**config.mk**
```make
export PLATFORM = sky130hd
export DESIGN_NAME = tf530_ide_ctrl
export DESIGN_NICKNAME = d
export VERILOG_FILES = /design/src/rtl/tf530_pkg.sv /design/src/rtl/tf530_ide_ctrl.sv
export SDC_FILE = /design/constraint.sdc
export NUM_CORES = 1
export LEC_CHECK = 0
export ABC_AREA = 1
export BUFFER_PORTS_ARGS = -buffer_cell sky130_fd_sc_hd__buf_2
export CAP_MARGIN = 5
export CORE_MARGIN = 1.5
export CORE_UTILIZATION = 51
export CTS_CLUSTER_SIZE = 25
export DETAILED_ROUTE_END_ITERATION = 12
export GPL_TIMING_DRIVEN = 0
export PLACE_DENSITY_LB_ADDON = 0.08
export SLEW_MARGIN = 20
export SYNTH_ARGS = -nofsm -noshare
export SYNTH_HDL_FRONTEND = slang
export SYNTH_SLANG_ARGS = --single-unit
```
**constraint.sdc**
```tcl
create_clock -name CLKCPU -period 1.5 [get_ports CLKCPU]
set_input_delay 0.075 -clock CLKCPU [delete_from_list [all_inputs] [get_ports CLKCPU]]
set_output_delay 0.075 -clock CLKCPU [all_outputs]
set_load 0.02 [all_outputs]
```
**src/rtl/tf530_pkg.sv**
```systemverilog
// Shared types and constants for the TF530 IDE PIO sequencer.
package tf530_pkg;

  // state | meaning
  // IDLE    | waiting for a decoded IDE cycle, all outputs inactive
  // SETUP   | CS/DA driven, counting address setup before the strobe
  // STROBE  | IOR/IOW low, counting pulse width then waiting on IORDY
  // TERM    | strobe released, DSACK or BERR held until AS20 negates
  // RECOVER | CS released, counting recovery before a new cycle
  typedef enum logic [2:0] {
    IDLE    = 3'd0,
    SETUP   = 3'd1,
    STROBE  = 3'd2,
    TERM    = 3'd3,
    RECOVER = 3'd4
  } ide_state_t;

  localparam logic [1:0] DSACK_16   = 2'b01;
  localparam logic [1:0] DSACK_NONE = 2'b11;
  localparam logic [1:0] CS_NONE    = 2'b11;

  // Low-active {CS1n, CS0n}: A12 picks the control block (CS1) over the command block (CS0).
  function automatic logic [1:0] cs_select(input logic a12);
    return a12 ? 2'b01 : 2'b10;
  endfunction

endpackage

```
**src/rtl/tf530_ide_ctrl.sv**
```systemverilog
// ATA PIO cycle sequencer: turns a decoded 68030 IDE access into CS/DA,
// IOR/IOW strobes with setup/pulse/recovery timing, IORDY stretching,
// 16-bit DSACK termination and a watchdog bus error.
module tf530_ide_ctrl
  import tf530_pkg::*;
#(
  parameter int SETUP_CYC    = 2,
  parameter int STROBE_CYC   = 8,
  parameter int RECOVER_CYC  = 3,
  parameter int WAIT_TIMEOUT = 255
) (
  input  logic       CLKCPU,
  input  logic       RESET,
  input  logic       IDE_ACCESS,
  input  logic       AS20,
  input  logic       RW20,
  input  logic [4:2] AB,
  input  logic       A12,
  input  logic       IDEWAIT,
  output logic [1:0] IDE_CS,
  output logic [2:0] IDE_DA,
  output logic       IDE_IORn,
  output logic       IDE_IOWn,
  output logic       IDE_BUFOEn,
  output logic       IDE_DIR,
  output logic       RD_LATCH,
  output logic [1:0] DSACKn,
  output logic       BERRn
);

  localparam logic [4:0] SETUP_LOAD   = 5'(SETUP_CYC - 1);
  localparam logic [4:0] STROBE_LOAD  = 5'(STROBE_CYC - 1);
  localparam logic [4:0] RECOVER_LOAD = 5'(RECOVER_CYC);
  localparam logic [7:0] WDOG_LIMIT   = 8'(WAIT_TIMEOUT);

  ide_state_t state, state_nxt;
  logic [4:0] cnt, cnt_nxt;
  logic [7:0] wdog, wdog_nxt, wdog_inc;

  logic [1:0] cs_reg, cs_nxt;
  logic [2:0] da_reg, da_nxt;
  logic       ior_reg, ior_nxt;
  logic       iow_reg, iow_nxt;
  logic       bufoe_reg, bufoe_nxt;
  logic       dir_reg, dir_nxt;
  logic       rd_latch_reg, rd_latch_nxt;
  logic [1:0] dsack_reg, dsack_nxt;
  logic       berr_reg, berr_nxt;

  // Saturating watchdog increment so a long IORDY stall can never wrap.
  assign wdog_inc = (wdog == 8'hFF) ? wdog : wdog + 8'd1;

  // State, counters and every output are registered; nothing is combinational from inputs.
  always_ff @(posedge CLKCPU) begin
    if (RESET) begin
      state        <= IDLE;
      cnt          <= '0;
      wdog         <= '0;
      cs_reg       <= CS_NONE;
      da_reg       <= '0;
      ior_reg      <= 1'b1;
      iow_reg      <= 1'b1;
      bufoe_reg    <= 1'b1;
      dir_reg      <= 1'b0;
      rd_latch_reg <= 1'b0;
      dsack_reg    <= DSACK_NONE;
      berr_reg     <= 1'b1;
    end else begin
      state        <= state_nxt;
      cnt          <= cnt_nxt;
      wdog         <= wdog_nxt;
      cs_reg       <= cs_nxt;
      da_reg       <= da_nxt;
      ior_reg      <= ior_nxt;
      iow_reg      <= iow_nxt;
      bufoe_reg    <= bufoe_nxt;
      dir_reg      <= dir_nxt;
      rd_latch_reg <= rd_latch_nxt;
      dsack_reg    <= dsack_nxt;
      berr_reg     <= berr_nxt;
    end
  end

  // Next-state and next-output decode; an AS20 negation before TERM aborts without DSACK.
  always_comb begin
    state_nxt    = state;
    cnt_nxt      = cnt;
    wdog_nxt     = wdog;
    cs_nxt       = cs_reg;
    da_nxt       = da_reg;
    ior_nxt      = ior_reg;
    iow_nxt      = iow_reg;
    bufoe_nxt    = bufoe_reg;
    dir_nxt      = dir_reg;
    rd_latch_nxt = 1'b0;
    dsack_nxt    = dsack_reg;
    berr_nxt     = berr_reg;

    case (state)
      IDLE: begin
        if (!IDE_ACCESS) begin
          cs_nxt    = cs_select(A12);
          da_nxt    = AB;
          dir_nxt   = RW20;
          bufoe_nxt = 1'b0;
          cnt_nxt   = SETUP_LOAD;
          state_nxt = SETUP;
        end
      end

      SETUP, STROBE: begin
        if (AS20) begin
          ior_nxt   = 1'b1;
          iow_nxt   = 1'b1;
          cs_nxt    = CS_NONE;
          da_nxt    = '0;
          dir_nxt   = 1'b0;
          bufoe_nxt = 1'b1;
          cnt_nxt   = RECOVER_LOAD;
          state_nxt = RECOVER;
        end else if (state == SETUP) begin
          if (cnt == '0) begin
            ior_nxt   = ~dir_reg;
            iow_nxt   = dir_reg;
            cnt_nxt   = STROBE_LOAD;
            wdog_nxt  = '0;
            state_nxt = STROBE;
          end else begin
            cnt_nxt = cnt - 5'd1;
          end
        end else if (cnt != '0) begin
          cnt_nxt = cnt - 5'd1;
        end else if (IDEWAIT) begin
          ior_nxt      = 1'b1;
          iow_nxt      = 1'b1;
          rd_latch_nxt = dir_reg;
          dsack_nxt    = DSACK_16;
          state_nxt    = TERM;
        end else begin
          // Comparing the incremented value makes BERR land exactly WAIT_TIMEOUT
          // cycles after the pulse counter expired.
          wdog_nxt = wdog_inc;
          if (wdog_inc == WDOG_LIMIT) begin
            ior_nxt   = 1'b1;
            iow_nxt   = 1'b1;
            berr_nxt  = 1'b0;
            state_nxt = TERM;
          end
        end
      end

      TERM: begin
        if (AS20) begin
          dsack_nxt = DSACK_NONE;
          berr_nxt  = 1'b1;
          cs_nxt    = CS_NONE;
          da_nxt    = '0;
          dir_nxt   = 1'b0;
          bufoe_nxt = 1'b1;
          cnt_nxt   = RECOVER_LOAD;
          state_nxt = RECOVER;
        end
      end

      RECOVER: begin
        if (cnt == '0) begin
          state_nxt = IDLE;
        end else begin
          cnt_nxt = cnt - 5'd1;
        end
      end

      default: begin
        state_nxt = IDLE;
      end
    endcase
  end

  assign IDE_CS     = cs_reg;
  assign IDE_DA     = da_reg;
  assign IDE_IORn   = ior_reg;
  assign IDE_IOWn   = iow_reg;
  assign IDE_BUFOEn = bufoe_reg;
  assign IDE_DIR    = dir_reg;
  assign RD_LATCH   = rd_latch_reg;
  assign DSACKn     = dsack_reg;
  assign BERRn      = berr_reg;

endmodule

```
# Word level (Yosys, flattened, before mapping)
# Index checks and enable logic that the tools add are counted.
[word_totals] word_cells=117 output_inout_bits=13 reg_bits=29
[op_classes] reduce_logical=17 add_sub_neg=2 eq_ne=26 muxes=56 n_bitwise=4
[ops] cell="8-bit 2-to-1 mux" count=5
[ops] cell="5-bit 2-to-1 mux" count=7
[ops] cell="3-bit 2-to-1 mux" count=11
[ops] cell="2-bit != test, second input constant" count=11
[ops] cell="5-bit one-hot mux with 4 select lines" count=1
[ops] cell="1-bit 2-to-1 mux" count=18
[ops] cell="8-bit equality test, second input constant" count=2
[ops] cell="2-bit 2-to-1 mux" count=7
[ops] cell="4-bit != test, second input constant" count=3
[ops] cell="3-bit one-hot mux with 4 select lines" count=1
[ops] cell="6-bit AND reduction" count=2
[ops] cell="5-bit AND reduction" count=2
[ops] cell="8-bit by 1-bit adder with 8-bit output, second input constant" count=1
[ops] cell="2-bit one-hot mux with 2 select lines" count=2
[ops] cell="4-bit nonzero test" count=2
[ops] cell="7-bit AND reduction" count=1
[ops] cell="3-bit by 2-bit equality test with 1-bit output, second input constant" count=2
[ops] cell="2-bit by 1-bit != test with 1-bit output, second input constant" count=3
[ops] cell="1-bit one-hot mux with 2 select lines" count=3
[ops] cell="3-bit one-hot mux with 2 select lines" count=1
[ops] cell="6-bit OR reduction" count=1
[ops] cell="5-bit logical NOT" count=1
[ops] cell="5-bit != test, second input constant" count=1
[ops] cell="5-bit nonzero test" count=1
[ops] cell="12 further kinds" count=16

# Depth between registers and ports, before layout
[logic_depth] word_depth=9 ltp_mapped=15 depth_no_buf=15

# Least setup slack after synthesis
# No wires, ideal clock.
[synth_path] kind="reg-to-reg" start="register wdog[0]" end="register state[0]" required_time_ps=1386 setup_ps=114 synth_period_minus_slack_ps=1575 t_arrival_ps=1461 stages_incl_launch_ff=13 slack_ps=-75 n_path_buf=0 cell_sequence="dfxtp_1 ha_1 nand2_2 nor2_4 nand2_4 o21ai_2 nand3_2 nor2_2 nand2_2 nand3_2 nand2_2 nor2_1 nor2_2"
[synth_via] elab_chain_cells=5
[synth_rtl] element="from (decl)" line="tf530_ide_ctrl.sv:38" text="logic [7:0] wdog, wdog_nxt, wdog_inc;"
[synth_rtl] element="from (signal assigned)" line="tf530_ide_ctrl.sv:71" text="wdog <= wdog_nxt;"
[synth_rtl] element="8-bit by 1-bit adder with 8-bit output or 8-bit equality test (tied branches)" line="tf530_ide_ctrl.sv:51" text="assign wdog_inc = (wdog == 8'hFF) ? wdog : wdog + 8'd1;"
[synth_rtl] element="8-bit 2-to-1 mux *" line="tf530_ide_ctrl.sv:51"
[synth_rtl] element="8-bit equality test *" line="tf530_ide_ctrl.sv:143" text="if (wdog_inc == WDOG_LIMIT) begin"
[synth_rtl] element="5-bit != test (no source line) *"
[synth_rtl] element="6-bit AND reduction (no source line) *"
[synth_rtl] element="to (signal assigned)" line="tf530_ide_ctrl.sv:69" text="state <= state_nxt;"
[synth_rtl] element="to (decl)" line="tf530_ide_ctrl.sv:36" text="ide_state_t state, state_nxt;"
# Mark *: on every way between the ends. The rest lies on a longest branch, timed or not.
# A chain may end at the register's enable or synchronous reset.

# Worst setup path in the final report
[layout_path] start="register wdog[0]" end="register iow_reg (netlist: IDE_IOWn)"
[layout_via] elab_chain_cells=5
[layout_rtl] element="8-bit by 1-bit adder with 8-bit output or 8-bit equality test (tied branches)" line="tf530_ide_ctrl.sv:51"
[layout_rtl] element="8-bit 2-to-1 mux *" line="tf530_ide_ctrl.sv:51"
[layout_rtl] element="8-bit equality test *" line="tf530_ide_ctrl.sv:143"
[layout_rtl] element="4-bit nonzero test (no source line) *"
[layout_rtl] element="4-bit AND reduction (no source line) *"
[layout_rtl] element="to (signal assigned)" line="tf530_ide_ctrl.sv:75" text="iow_reg <= iow_nxt;"
[layout_rtl] element="to (decl)" line="tf530_ide_ctrl.sv:43" text="logic iow_reg, iow_nxt;"
# Marks and branches as above.

==> results list <==
- Status: complete, but fails checks
- The final reports fail on negative setup slack.
* Maximum number of pins on one net before global-route repair: 17
- The average instance in the mapped netlist occupies 6.83 µm².
* Initial core utilization: 0.539
- Wire length the detailed router placed on met1: 1780 µm
- VDD sags by at most 1.10 mV.
* Switching power of the nets: 1.70 mW
* Ant. Diodes: 0
* Ys Warns: 0
- The filler cells instantiated in the layout total 283.
- Of the total power, combinational logic draws 0.564.
* Height of the chip: 60.0 µm
- Basic-gate share of the synthesized area counting and, or, nand and nor cells: 0.394
- The worst hold path begins at RW20.
* Kind of end point of the critical path: register
* Post-synthesis net count: 256
- The library cell used most frequently in the layout, excluding fill and tap cells, is sky130_fd_sc_hd__nand2_1.
- The core region is 0.00308 mm².
- For this run the aggregate overflow at the end of global routing stands at 0.
- In the synthesized netlist the async set-or-reset flop fraction comes to 0.
- Combined global-route utilization of all metal layers: 0.227
- Number of primary I/O pins: 23
- Critical-path cell list: ha_4 > nand2_4 > nor2_4 > nand3_1 > nand2_1 > nand2_1 > nor2_2 > nand2_2 > nand2_1 > nand2_2 > nand2_1 > o211ai_1
- In the layout the commonest cells are 59 x sky130_fd_sc_hd__nand2_1, 21 x sky130_fd_sc_hd__buf_2, 19 x sky130_fd_sc_hd__inv_1.
* Number of antenna violations at the first check in global routing: 0
* Highest net fanout along the worst path: 4
- The slowest stage of the critical path belongs to the cell sky130_fd_sc_hd__dfxtp_4.
- Residual antenna-violating net count after detailed routing: 0
- From synthesis to final layout, the design area changed by 31.2%.
- After synthesis, the largest family of logic cells by area is simple AND/OR/NAND/NOR gates.
* Leading cell types by total area after synthesis: sky130_fd_sc_hd__dfxtp_1 34%, sky130_fd_sc_hd__nand2_1 14%, sky130_fd_sc_hd__a21oi_1 6.0%
- Most common cell on crit path: sky130_fd_sc_hd__nand2_1
- Final design utilization: 0.707
- Detailed routing inserted a total of 1668 vias.
* Number of distinct library cell variants in the gate-level netlist after synthesis: 34
* Root buffer cell: sky130_fd_sc_hd__clkbuf_4
- Cts bufs inserted: 3
- The floorplan step defined a die boundary enclosing 0.00360 mm².
- The floorplan step set the die width to 60.0 µm.
- The cell count after synthesis came out at 243.
- Flip-flop and latch count after synthesis: 28
- Of the cells placed in the final design, the portion with a size suffix greater than 1 is 0.379.
- Final Slew Violations: 0
- At the worst endpoint, the arrival time is 1.84 ns.
* Post-synth top area share: 0.338
* Int Power: 1.98 mW
* Worst setup slack after layout: -0.100 ns
- The share of the synthesized area in compound gates (AO/OA/AOI/OAI) came to 0.147.
- Clk_skew: 0.0155 ns
- In this run the critical register-to-register path is launched from wdog[0].
- Of the total synthesized cell area, the portion taken by XOR and XNOR cells is 0.0211.
* Detail-routed via count per cell: 5.12
* Req. time, crit path: 1.74 ns
- Summed over all nets, wire length on met2 after detailed routing comes to 1870 µm.
- Number of DRC markers after the initial detailed-route iteration: 59
* Area of all sequential standard cells: 582 µm²
- Setup TNS: -0.479 ns
- The worst setup path is launched from a register.
* Switching share of power: 0.461
- Port Buffer Count: 21
- Max Cap Violations: 0
* Critical path origin: wdog[0]
* Pwr per Cell Area: 1690 mW/mm²
- The pre-antenna-repair detailed-routing pass consisted of 4 iterations.
- Worst Hold Class: in2reg
* Final net count: 296
* Critical path type: reg2reg
- For this design the static power due to leakage is 0.930 nW.
- For the worst-skew pair, the clock arrives at the later sink with an insertion delay of 0.34 ns.
- Final estimated routing congestion in global placement: 0.880
- Met3 WL post-DR: 126 µm
* Cell taking the most area after synthesis: sky130_fd_sc_hd__dfxtp_1
- Footprint of the multi-input gates: 0.00113 mm²
- Derived from the worst setup path, the maximum achievable clock frequency is 625 MHz.
- Measured against the total synthesized area, the mux share comes to 0.
- Number of levels in the clock H-tree: 1
* Sequential cell area fraction in the yosys report: 0.338
- RSZ-0062 raised after global routing: true
* Average routed wire per standard cell: 11.8 µm
- Total buffers and inverters traversed by the critical path: 0
- Of the total synthesized cell area, the portion taken by full adders, half adders and majority gates is 0.0226.
- Global-route wire length before repair: 6150 µm
- Cell Area, Synth: 0.00166 mm²
- The via count of the first global-routing pass is 1433.
- The cell family contributing the most delay on the critical path is simple AND/OR/NAND/NOR gates.
* Clock Tree Buf Depth: 2
- Share of the clock period used by the worst path after layout: 1.07
* Total number of placement rows: 20
- Number of sinks driven by the clock tree: 28
* DR top layer: met4
- Relative contribution of the clock network to total power: 0.136
* Clock-pin slew reported for the worst setup and hold paths after clock tree synthesis: 0.16 ns
- TritonCTS built the clock tree.
- Max stage delay on crit path: 0.38 ns
* Share of power burned in registers: 0.300
- Finish-stage setup viols: 8
- Final Hold Viols: 0
- For this run, the leading register cell type out of synthesis is sky130_fd_sc_hd__dfxtp_1.
- Post-detailed-placement half-perimeter wirelength: 2610 µm
- Routed wire length: 3860 µm
- Number of remaining DRC errors: 0
* Min Clock Period, post-route: 1.60 ns
- Number of synthesized flops with an enable pin: 0
## worst reg2reg max path: stages, from the launching register on
cell,delay [ns]
sky130_fd_sc_hd__dfxtp_4,0.38
sky130_fd_sc_hd__ha_4,0.14
sky130_fd_sc_hd__nand2_4,0.07
sky130_fd_sc_hd__nor2_4,0.15
sky130_fd_sc_hd__nand3_1,0.10
sky130_fd_sc_hd__nand2_1,0.09
sky130_fd_sc_hd__nand2_1,0.06
sky130_fd_sc_hd__nor2_2,0.12
sky130_fd_sc_hd__nand2_2,0.10
sky130_fd_sc_hd__nand2_1,0.09
sky130_fd_sc_hd__nand2_2,0.07
sky130_fd_sc_hd__nand2_1,0.07
sky130_fd_sc_hd__o211ai_1,0.08
## power by group through the flow
stage	Sequential (mW)	Clock [mW]	Combinational [mW]
finish	1.10	0.501	2.07
CTS	1.07	0.516	1.92
global placement	1.09	0	1.66
detailed placement	1.09	0	1.67
floorplan	1.22	0	1.16
global route	1.13	0.541	2.30
## final cells by class
type / count / share of cell area
buffer: 3 / 0.00690
tap: 44 / 0.0253
multi-input combinational: 183 / 0.520
inverter: 29 / 0.0523
timing repair buffer: 35 / 0.104
sequential: 28 / 0.267
clock buffer: 3 / 0.0103
clock inverter: 1 / 0.0138
## through the flow
stage | power (mW) | instance area [µm²] | setup WS, ns | hold WS, ns | instances
5_1_grt | 3.96 | 2180 | -0.219 | 0.0972 | 326
2_1_floorplan | 2.39 | 1680 | 0.00337 | 0.215 | 243
3_5_place_dp | 2.76 | 1840 | -0.157 | 0.337 | 308
4_1_cts | 3.51 | 2100 | -0.0914 | 0.0527 | 326
3_3_place_gp | 2.75 | 1840 | -0.152 | 0.329 | 308
6_report | 3.68 | 2180 | -0.100 | 0.0551 | 326
## cell usage after synthesis (2+ instances only)
library cell and instances:
sky130_fd_sc_hd__nand3_1 16, sky130_fd_sc_hd__nand2_1 63, sky130_fd_sc_hd__clkbuf_1 2, sky130_fd_sc_hd__nand2_2 9
sky130_fd_sc_hd__nand3_2 4, sky130_fd_sc_hd__a22oi_1 2, sky130_fd_sc_hd__nor2_4 3, sky130_fd_sc_hd__ha_1 3
sky130_fd_sc_hd__a21oi_1 20, sky130_fd_sc_hd__inv_1 24, sky130_fd_sc_hd__o21ai_2 2, sky130_fd_sc_hd__dfxtp_1 28
sky130_fd_sc_hd__nor3_1 6, sky130_fd_sc_hd__o21bai_1 3, sky130_fd_sc_hd__nor2_1 23, sky130_fd_sc_hd__xnor2_1 2
sky130_fd_sc_hd__a211oi_1 2, sky130_fd_sc_hd__nor2_2 4, sky130_fd_sc_hd__o21ai_0 4, sky130_fd_sc_hd__nand4_1 3
sky130_fd_sc_hd__inv_2 5, sky130_fd_sc_hd__o211ai_1 2, sky130_fd_sc_hd__xor2_1 2
## registers in the layout, summed over array words and instances, names as in the netlist
| register | count |
|---|---|
| BERRn | 1 |
| DSACKn | 1 |
| IDE_BUFOEn | 1 |
| IDE_CS | 2 |
| IDE_DA | 3 |
| IDE_DIR | 1 |
| IDE_IORn | 1 |
| IDE_IOWn | 1 |
| RD_LATCH | 1 |
| cnt | 5 |
| state | 3 |
| wdog | 8 |
## worst paths after layout
path / slack, ns / end / depth (start not counted)
setup / recovery: -0.10 / IDE_IOWn / 12
setup reg to reg: -0.10 / IDE_IOWn / 12
hold / removal: 0.06 / IDE_DIR / 3
hold reg to reg: 0.46 / DSACKn[1] / 2
## layer usage
layer / up-vias / GRT usage
li1: 874 / -
met1: 738 / 0.286
met2: 45 / 0.387
met3: 11 / 0.0260
met4: 0 / 0.0952
met5: - / 0
## kinds of logic after synthesis
logic type,count (synthesis)
and+or+nand+nor,136
buffers and inverters,32
AOI/OAI and AO/OA,39
xor gates and xnor gates,4
other,1
adders and majority gates,3
DFF,28
## what timing repair did
| action | CTS | global route |
|---|---|---|
| setup endpoints to repair | 24 | 26 |
| gates cloned | 0 | 0 |
| pin swaps | 10 | 3 |
| endpoints found under the hold margin | 5 | 0 |
| gates resized for setup | 24 | 28 |
| hold buffers | 5 | 0 |
| setup buffers | 9 | 0 |
No activity file was read; power rests on OpenSTA's default activity.
